[src/rtl/fetch_pkg.sv]
// fetch_pkg
// Shared definitions for the instruction fetch unit: default address and
// instruction widths, the HALT opcode, the FSM state type and its encodings.
package fetch_pkg;

  localparam int ADDR_W_DEF  = 12;
  localparam int INSTR_W_DEF = 19;

  // The top nibble of an instruction word holds its opcode.
  localparam logic [3:0] HALT_OPCODE = 4'b1111;

  typedef logic [1:0] state_t;

  localparam state_t ST_IDLE   = 2'd0;
  localparam state_t ST_RUN    = 2'd1;
  localparam state_t ST_HALTED = 2'd2;

  function automatic logic is_halt(input logic [3:0] opcode);
    return opcode == HALT_OPCODE;
  endfunction

endpackage

[src/rtl/fetch_ret_stack.sv]
// fetch_ret_stack
// Small LIFO of return addresses for the fetch unit. The top of stack is
// always entry 0, so pushes shift entries down and pops shift them up;
// this keeps pop_data a plain register output with no read mux.
// A push while full and a pop while empty are ignored here; the parent
// decides whether that is an error.
//
// Ports:
//   clk, rst_n  clock, asynchronous active-low reset (empties the stack)
//   push        write push_data on top (ignored when full)
//   pop         discard the top entry (ignored when empty)
//   push_data   value to push
//   pop_data    current top-of-stack value
//   full        DEPTH entries held
//   empty       no entries held
module fetch_ret_stack #(
  parameter int DEPTH = 4,
  parameter int WIDTH = 12
) (
  input  logic             clk,
  input  logic             rst_n,
  input  logic             push,
  input  logic             pop,
  input  logic [WIDTH-1:0] push_data,
  output logic [WIDTH-1:0] pop_data,
  output logic             full,
  output logic             empty
);

  localparam int CNT_W = $clog2(DEPTH + 1);

  logic [WIDTH-1:0] mem [DEPTH];
  logic [CNT_W-1:0] count;

  assign full     = (count == CNT_W'(DEPTH));
  assign empty    = (count == '0);
  assign pop_data = mem[0];

  always_ff @(posedge clk or negedge rst_n) begin
    if (!rst_n) begin
      count <= '0;
      for (int i = 0; i < DEPTH; i++) begin
        mem[i] <= '0;
      end
    end else if (push && !full) begin
      for (int i = DEPTH - 1; i > 0; i--) begin
        mem[i] <= mem[i-1];
      end
      mem[0] <= push_data;
      count  <= count + CNT_W'(1);
    end else if (pop && !empty) begin
      for (int i = 0; i < DEPTH - 1; i++) begin
        mem[i] <= mem[i+1];
      end
      count <= count - CNT_W'(1);
    end
  end

endmodule

[src/rtl/fetch_unit.sv]
// fetch_unit
// Instruction fetch stage: drives the program counter onto the instruction
// memory address, registers the returned word into a one-entry instruction
// register with valid/ready handshake, handles redirects (branches/jumps),
// and stops fetching after issuing a HALT instruction.
//
// Optional feature, enabled by defining FETCH_RET_STACK_EN: a return-address
// stack. A redirect with call_valid pushes ir_pc+1; ret_valid pops and
// redirects to the popped address. Overflow/underflow sets sticky stack_err.
// Without the macro call_valid/ret_valid are ignored and stack_err is 0.
//
// Ports:
//   clk, rst_n                   clock, asynchronous active-low reset
//   fetch_en                     permits IDLE->RUN and new fetches
//   imem_addr / imem_data        instruction memory address (= pc) / read data
//   ir_valid/ir_ready            instruction register handshake to decode
//   ir_data / ir_pc              registered instruction and its address
//   redirect_valid/redirect_addr taken branch/jump and its target
//   call_valid / ret_valid       call (with redirect) / return request
//   halted                       HALT instruction issued, waiting for redirect
//   stack_err                    sticky return-stack overflow/underflow
module fetch_unit
  import fetch_pkg::*;
#(
  parameter int                ADDR_W      = ADDR_W_DEF,
  parameter int                INSTR_W     = INSTR_W_DEF,
  parameter logic [ADDR_W-1:0] RESET_PC    = '0,
  parameter int                STACK_DEPTH = 4
) (
  input  logic               clk,
  input  logic               rst_n,
  input  logic               fetch_en,
  output logic [ADDR_W-1:0]  imem_addr,
  input  logic [INSTR_W-1:0] imem_data,
  output logic               ir_valid,
  input  logic               ir_ready,
  output logic [INSTR_W-1:0] ir_data,
  output logic [ADDR_W-1:0]  ir_pc,
  input  logic               redirect_valid,
  input  logic [ADDR_W-1:0]  redirect_addr,
  input  logic               call_valid,
  input  logic               ret_valid,
  output logic               halted,
  output logic               stack_err
);

  state_t            state;
  logic [ADDR_W-1:0] pc;
  logic              load;
  logic              ret_take;
  logic [ADDR_W-1:0] ret_addr;

  assign imem_addr = pc;
  assign halted    = (state == ST_HALTED);

`ifdef FETCH_RET_STACK_EN
  logic push;
  logic pop;
  logic stack_full;
  logic stack_empty;

  // A redirect always wins over a return, so a return that coincides with
  // a redirect never pops. A return on an empty stack does not redirect.
  assign push     = redirect_valid && call_valid;
  assign pop      = ret_valid && !redirect_valid;
  assign ret_take = pop && !stack_empty;

  fetch_ret_stack #(
    .DEPTH (STACK_DEPTH),
    .WIDTH (ADDR_W)
  ) u_ret_stack (
    .clk       (clk),
    .rst_n     (rst_n),
    .push      (push),
    .pop       (pop),
    .push_data (ir_pc + ADDR_W'(1)),
    .pop_data  (ret_addr),
    .full      (stack_full),
    .empty     (stack_empty)
  );

  always_ff @(posedge clk or negedge rst_n) begin
    if (!rst_n) begin
      stack_err <= 1'b0;
    end else if ((push && stack_full) || (pop && stack_empty)) begin
      stack_err <= 1'b1;
    end
  end
`else
  localparam int unused_stack_depth = STACK_DEPTH;
  logic unused_stack_inputs;

  assign unused_stack_inputs = call_valid ^ ret_valid;
  assign ret_take  = 1'b0;
  assign ret_addr  = '0;
  assign stack_err = 1'b0;
`endif

  // A new word is captured only while running, enabled, with the
  // instruction register free or being drained, and no control transfer.
  assign load = (state == ST_RUN) && fetch_en && (!ir_valid || ir_ready) &&
                !redirect_valid && !ret_take;

  // Control transfers discard the instruction register and restart fetch at
  // the new pc; the target word is then loaded on the following edge.
  always_ff @(posedge clk or negedge rst_n) begin
    if (!rst_n) begin
      state    <= ST_IDLE;
      pc       <= RESET_PC;
      ir_valid <= 1'b0;
      ir_data  <= '0;
      ir_pc    <= '0;
    end else if (redirect_valid) begin
      pc       <= redirect_addr;
      ir_valid <= 1'b0;
      state    <= fetch_en ? ST_RUN : ST_IDLE;
    end else if (ret_take) begin
      pc       <= ret_addr;
      ir_valid <= 1'b0;
      state    <= fetch_en ? ST_RUN : ST_IDLE;
    end else begin
      if (load) begin
        ir_data  <= imem_data;
        ir_pc    <= pc;
        ir_valid <= 1'b1;
        pc       <= pc + ADDR_W'(1);
      end else if (ir_valid && ir_ready) begin
        ir_valid <= 1'b0;
      end

      case (state)
        ST_IDLE: begin
          if (fetch_en) begin
            state <= ST_RUN;
          end
        end
        ST_RUN: begin
          if (load && is_halt(imem_data[INSTR_W-1 -: 4])) begin
            state <= ST_HALTED;
          end else if (!fetch_en) begin
            state <= ST_IDLE;
          end
        end
        ST_HALTED: begin
          state <= ST_HALTED;
        end
        default: begin
          state <= ST_IDLE;
        end
      endcase
    end
  end

endmodule
[config.mk]
export PLATFORM = sky130hd
export DESIGN_NAME = fetch_unit
export DESIGN_NICKNAME = d
export VERILOG_FILES = /design/src/rtl/fetch_pkg.sv /design/src/rtl/fetch_ret_stack.sv /design/src/rtl/fetch_unit.sv
export SDC_FILE = /design/constraint.sdc
export NUM_CORES = 1
export LEC_CHECK = 0
export CAP_MARGIN = 20
export CORE_ASPECT_RATIO = 1.25
export CORE_MARGIN = 10
export CORE_UTILIZATION = 23
export CTS_BUF_LIST = sky130_fd_sc_hd__clkbuf_2 sky130_fd_sc_hd__clkbuf_4 sky130_fd_sc_hd__clkbuf_8
export DETAILED_ROUTE_END_ITERATION = 10
export GPL_ROUTABILITY_DRIVEN = 0
export PLACE_DENSITY_LB_ADDON = 0.05
export SKIP_CTS_REPAIR_TIMING = 1
export SLEW_MARGIN = 10
export SYNTH_ARGS = -nofsm -noshare
export SYNTH_HDL_FRONTEND = slang
export SYNTH_SLANG_ARGS = --single-unit
[constraint.sdc]
create_clock -name clk -period 2.08 [get_ports clk]
set_input_delay 0.312 -clock clk [delete_from_list [all_inputs] [get_ports clk]]
set_output_delay 0.312 -clock clk [all_outputs]
set_load 0.05 [all_outputs]
==> impl_metrics.env <==
export IMPL_cpPeakStageDelay_ps=860
export IMPL_synth_top_flop_cell="dfrtp_1"
export IMPL_fmax_ghz=0.503
export IMPL_grt_overflow_total=0
export IMPL_r2r_slack_ps=550
export IMPL_max_cap_viol_count=0
export IMPL_synth_seq_cells=46
export IMPL_synthMostInstantiatedCell="dfrtp_1"
export IMPL_path_class="reg2out"
export IMPL_htreeDepth=2
export IMPL_stdcell_count=373
export IMPL_seq_area_um2=1150
export IMPL_wl_per_cell_um=15.4
export IMPL_rsz0062_at_grt="no"
export IMPL_design_area_um2=3150
export IMPL_worst_pin_slew_ps=615
export IMPL_antenna_cells=0
export IMPL_seq_area_frac_synth_pct=55.3
export IMPL_end_kind="output pin"
export IMPL_slew_viol_final=0
export IMPL_final_setup_tns_ps=0
export IMPL_cts_tree="yes"
export IMPL_clk_pin_slew_ps=100
export IMPL_cts_buffers=5
export IMPL_initial_core_util_pct=23.8
export IMPL_p_per_area_nw_per_um2=969
export IMPL_cts_sinks=46
export IMPL_drtIter0Drc=26
export IMPL_ant_nets=0
export IMPL_grt_pass1_wl_mm=9.51
export IMPL_finalNetCount=291
export IMPL_finalSetupViolCount=0
export IMPL_drive_gt1_share_pct=23.3
export IMPL_peakVddDrop_uv=362
export IMPL_syn_inst=163
export IMPL_die_area_um2=13300
export IMPL_core_region_area_um2=8750
export IMPL_slew_limit_headroom_pct=59.0
export IMPL_final_hold_viol_count=0
export IMPL_power_leakage_uw=0.00124
export IMPL_startpoint="imem_addr[8]"
export IMPL_cts_root_buf="clkbuf_8"
export IMPL_nFillCells=919
export IMPL_synth_fp_nets=202
export IMPL_gr_usage_all_layers_pct=8.94
export IMPL_crit_buf_inv=1
export IMPL_synthToLayoutAreaGrowth_pct=51.4
export IMPL_async_reset_ff_share_pct=100
export IMPL_hpwlAfterDp_mm=4.36
export IMPL_placed_area_um2=3060
export IMPL_synthTopCellsByCount="dfrtp_1, mux2_2, nand2_1, o21ai_0, xnor2_1"
export IMPL_arrival_ps=1680
export IMPL_fp_dieH_um=126
export IMPL_synth_top_area_cell="dfrtp_1"
export IMPL_crit_fanout=7
export IMPL_crit_cells=1
export IMPL_synth_edf_count=0
export IMPL_dieWidth_um=105
export IMPL_synth_distinct_cells=42
export IMPL_r2r_start="state[1]"
export IMPL_clk_path_buf_depth=2
export IMPL_vias_per_cell=4.17
export IMPL_synth_warning_count=0
export IMPL_startpoint_type="register"
export IMPL_clk_latency_ps=310
export IMPL_multiInputGateArea_um2=863
export IMPL_placed_cells=365
export IMPL_io_buffers=80
export IMPL_syn_area_um2=2080
export IMPL_drc_errors=0
export IMPL_p_total_uw=3050
export IMPL_period_needed_ps=1990
export IMPL_crit_family="buffers and inverters"
export IMPL_antenna_found_initial=0
export IMPL_finalCritPeriodShare_pct=95.6
export IMPL_skew_ps=8.98
export IMPL_synth_top_cell_area_share_pct=55.3
export IMPL_min_path_type="in2async"
export IMPL_grt_max_degree=47
export IMPL_reg2reg_to="ir_data[1]"
export IMPL_avgSynthCellArea_um2=12.8
export IMPL_wl_mm=5.75
export IMPL_grt_pass1_vias=1665
export IMPL_holdWs_ps=72.6
export IMPL_crit_chain="clkdlybuf4s50_1"
export IMPL_num_rows=38
export IMPL_firstDrtPassIters=4
export IMPL_r2r_cells=4
export IMPL_slowest_stage="clkdlybuf4s50_1"
export IMPL_cp_required_ps=1770
export IMPL_vias=1555
export IMPL_status="complete, no violations"
export IMPL_synthTopCellsByArea="dfrtp_1, mux2_2, nand2_1, xnor2_1, mux2i_1"
export IMPL_io_pins=84
-- layout make-up --
| type | count | share of cell area, % |
|---|---|---|
| sequential | 46 | 36.5 |
| timing repair buffer | 90 | 27.9 |
| multi-input combinational | 105 | 27.4 |
| tap | 120 | 4.76 |
| clock buffer | 5 | 2.18 |
| clock inverter | 3 | 0.754 |
| inverter | 4 | 0.476 |
-- worst max-delay path by stage --
stage / slack [ps] / to
floorplan: 310 / imem_addr[10]
global placement: 130 / ir_data[7]
detailed placement: 110 / ir_data[9]
CTS: 70 / imem_addr[8]
global route: 30 / imem_addr[8]
finish: 90 / imem_addr[8]
-- metrics by stage --
| step | utilization, % | setup WS [ps] |
|---|---|---|
| global route | 36.0 | 28.6 |
| global placement | 35.0 | 126 |
| detailed placement | 35.0 | 111 |
| finish | 36.0 | 91.4 |
| CTS | 36.0 | 65.9 |
| floorplan | - | 308 |
-- routing by layer --
metal	wire length, µm	vias up	GRT usage (%)
met5	0	-	0
met4	71	0	2.67
met3	378	5	3.50
met2	2840	46	14.3
met1	2460	749	10.8
li1	-	755	-
-- where the power goes --
| group | internal [µW] | leakage [µW] | switching (µW) |
|---|---|---|---|
| clock network | 241 | 0.0000408 | 344 |
| registers | 1060 | 0.000549 | 102 |
| logic | 492 | 0.000651 | 816 |
| total | 1790 | 0.00124 | 1260 |
-- cells by family after synthesis --
family                     synth area share (%)
DFF                                        55.3
and+or+nand+nor                            14.2
muxes                                      18.7
AOI/OAI and AO/OA                          5.29
buffers and inverters                      3.30
xor gates and xnor gates                   2.52
adders and majority gates                 0.601
other                                     0.180
-- cell usage in the layout (no fill, tap or decap), drive strengths merged, types with 5 or more instances in the layout --
cell type / netlist / routed
inv: 4 / 5
clkbuf: 1 / 5
buf: 7 / 12
nand2: 15 / 15
o21ai: 8 / 8
clkdlybuf4s50: 0 / 78
xnor2: 6 / 6
dfrtp: 46 / 46
mux2: 31 / 31
-- state kept, by name, indices dropped and copies added (netlist names) --
register and flops:
ir_data 19, ir_valid 1, ir_pc 12, imem_addr 12, state 2
No activity file was read; power rests on OpenSTA's default activity.
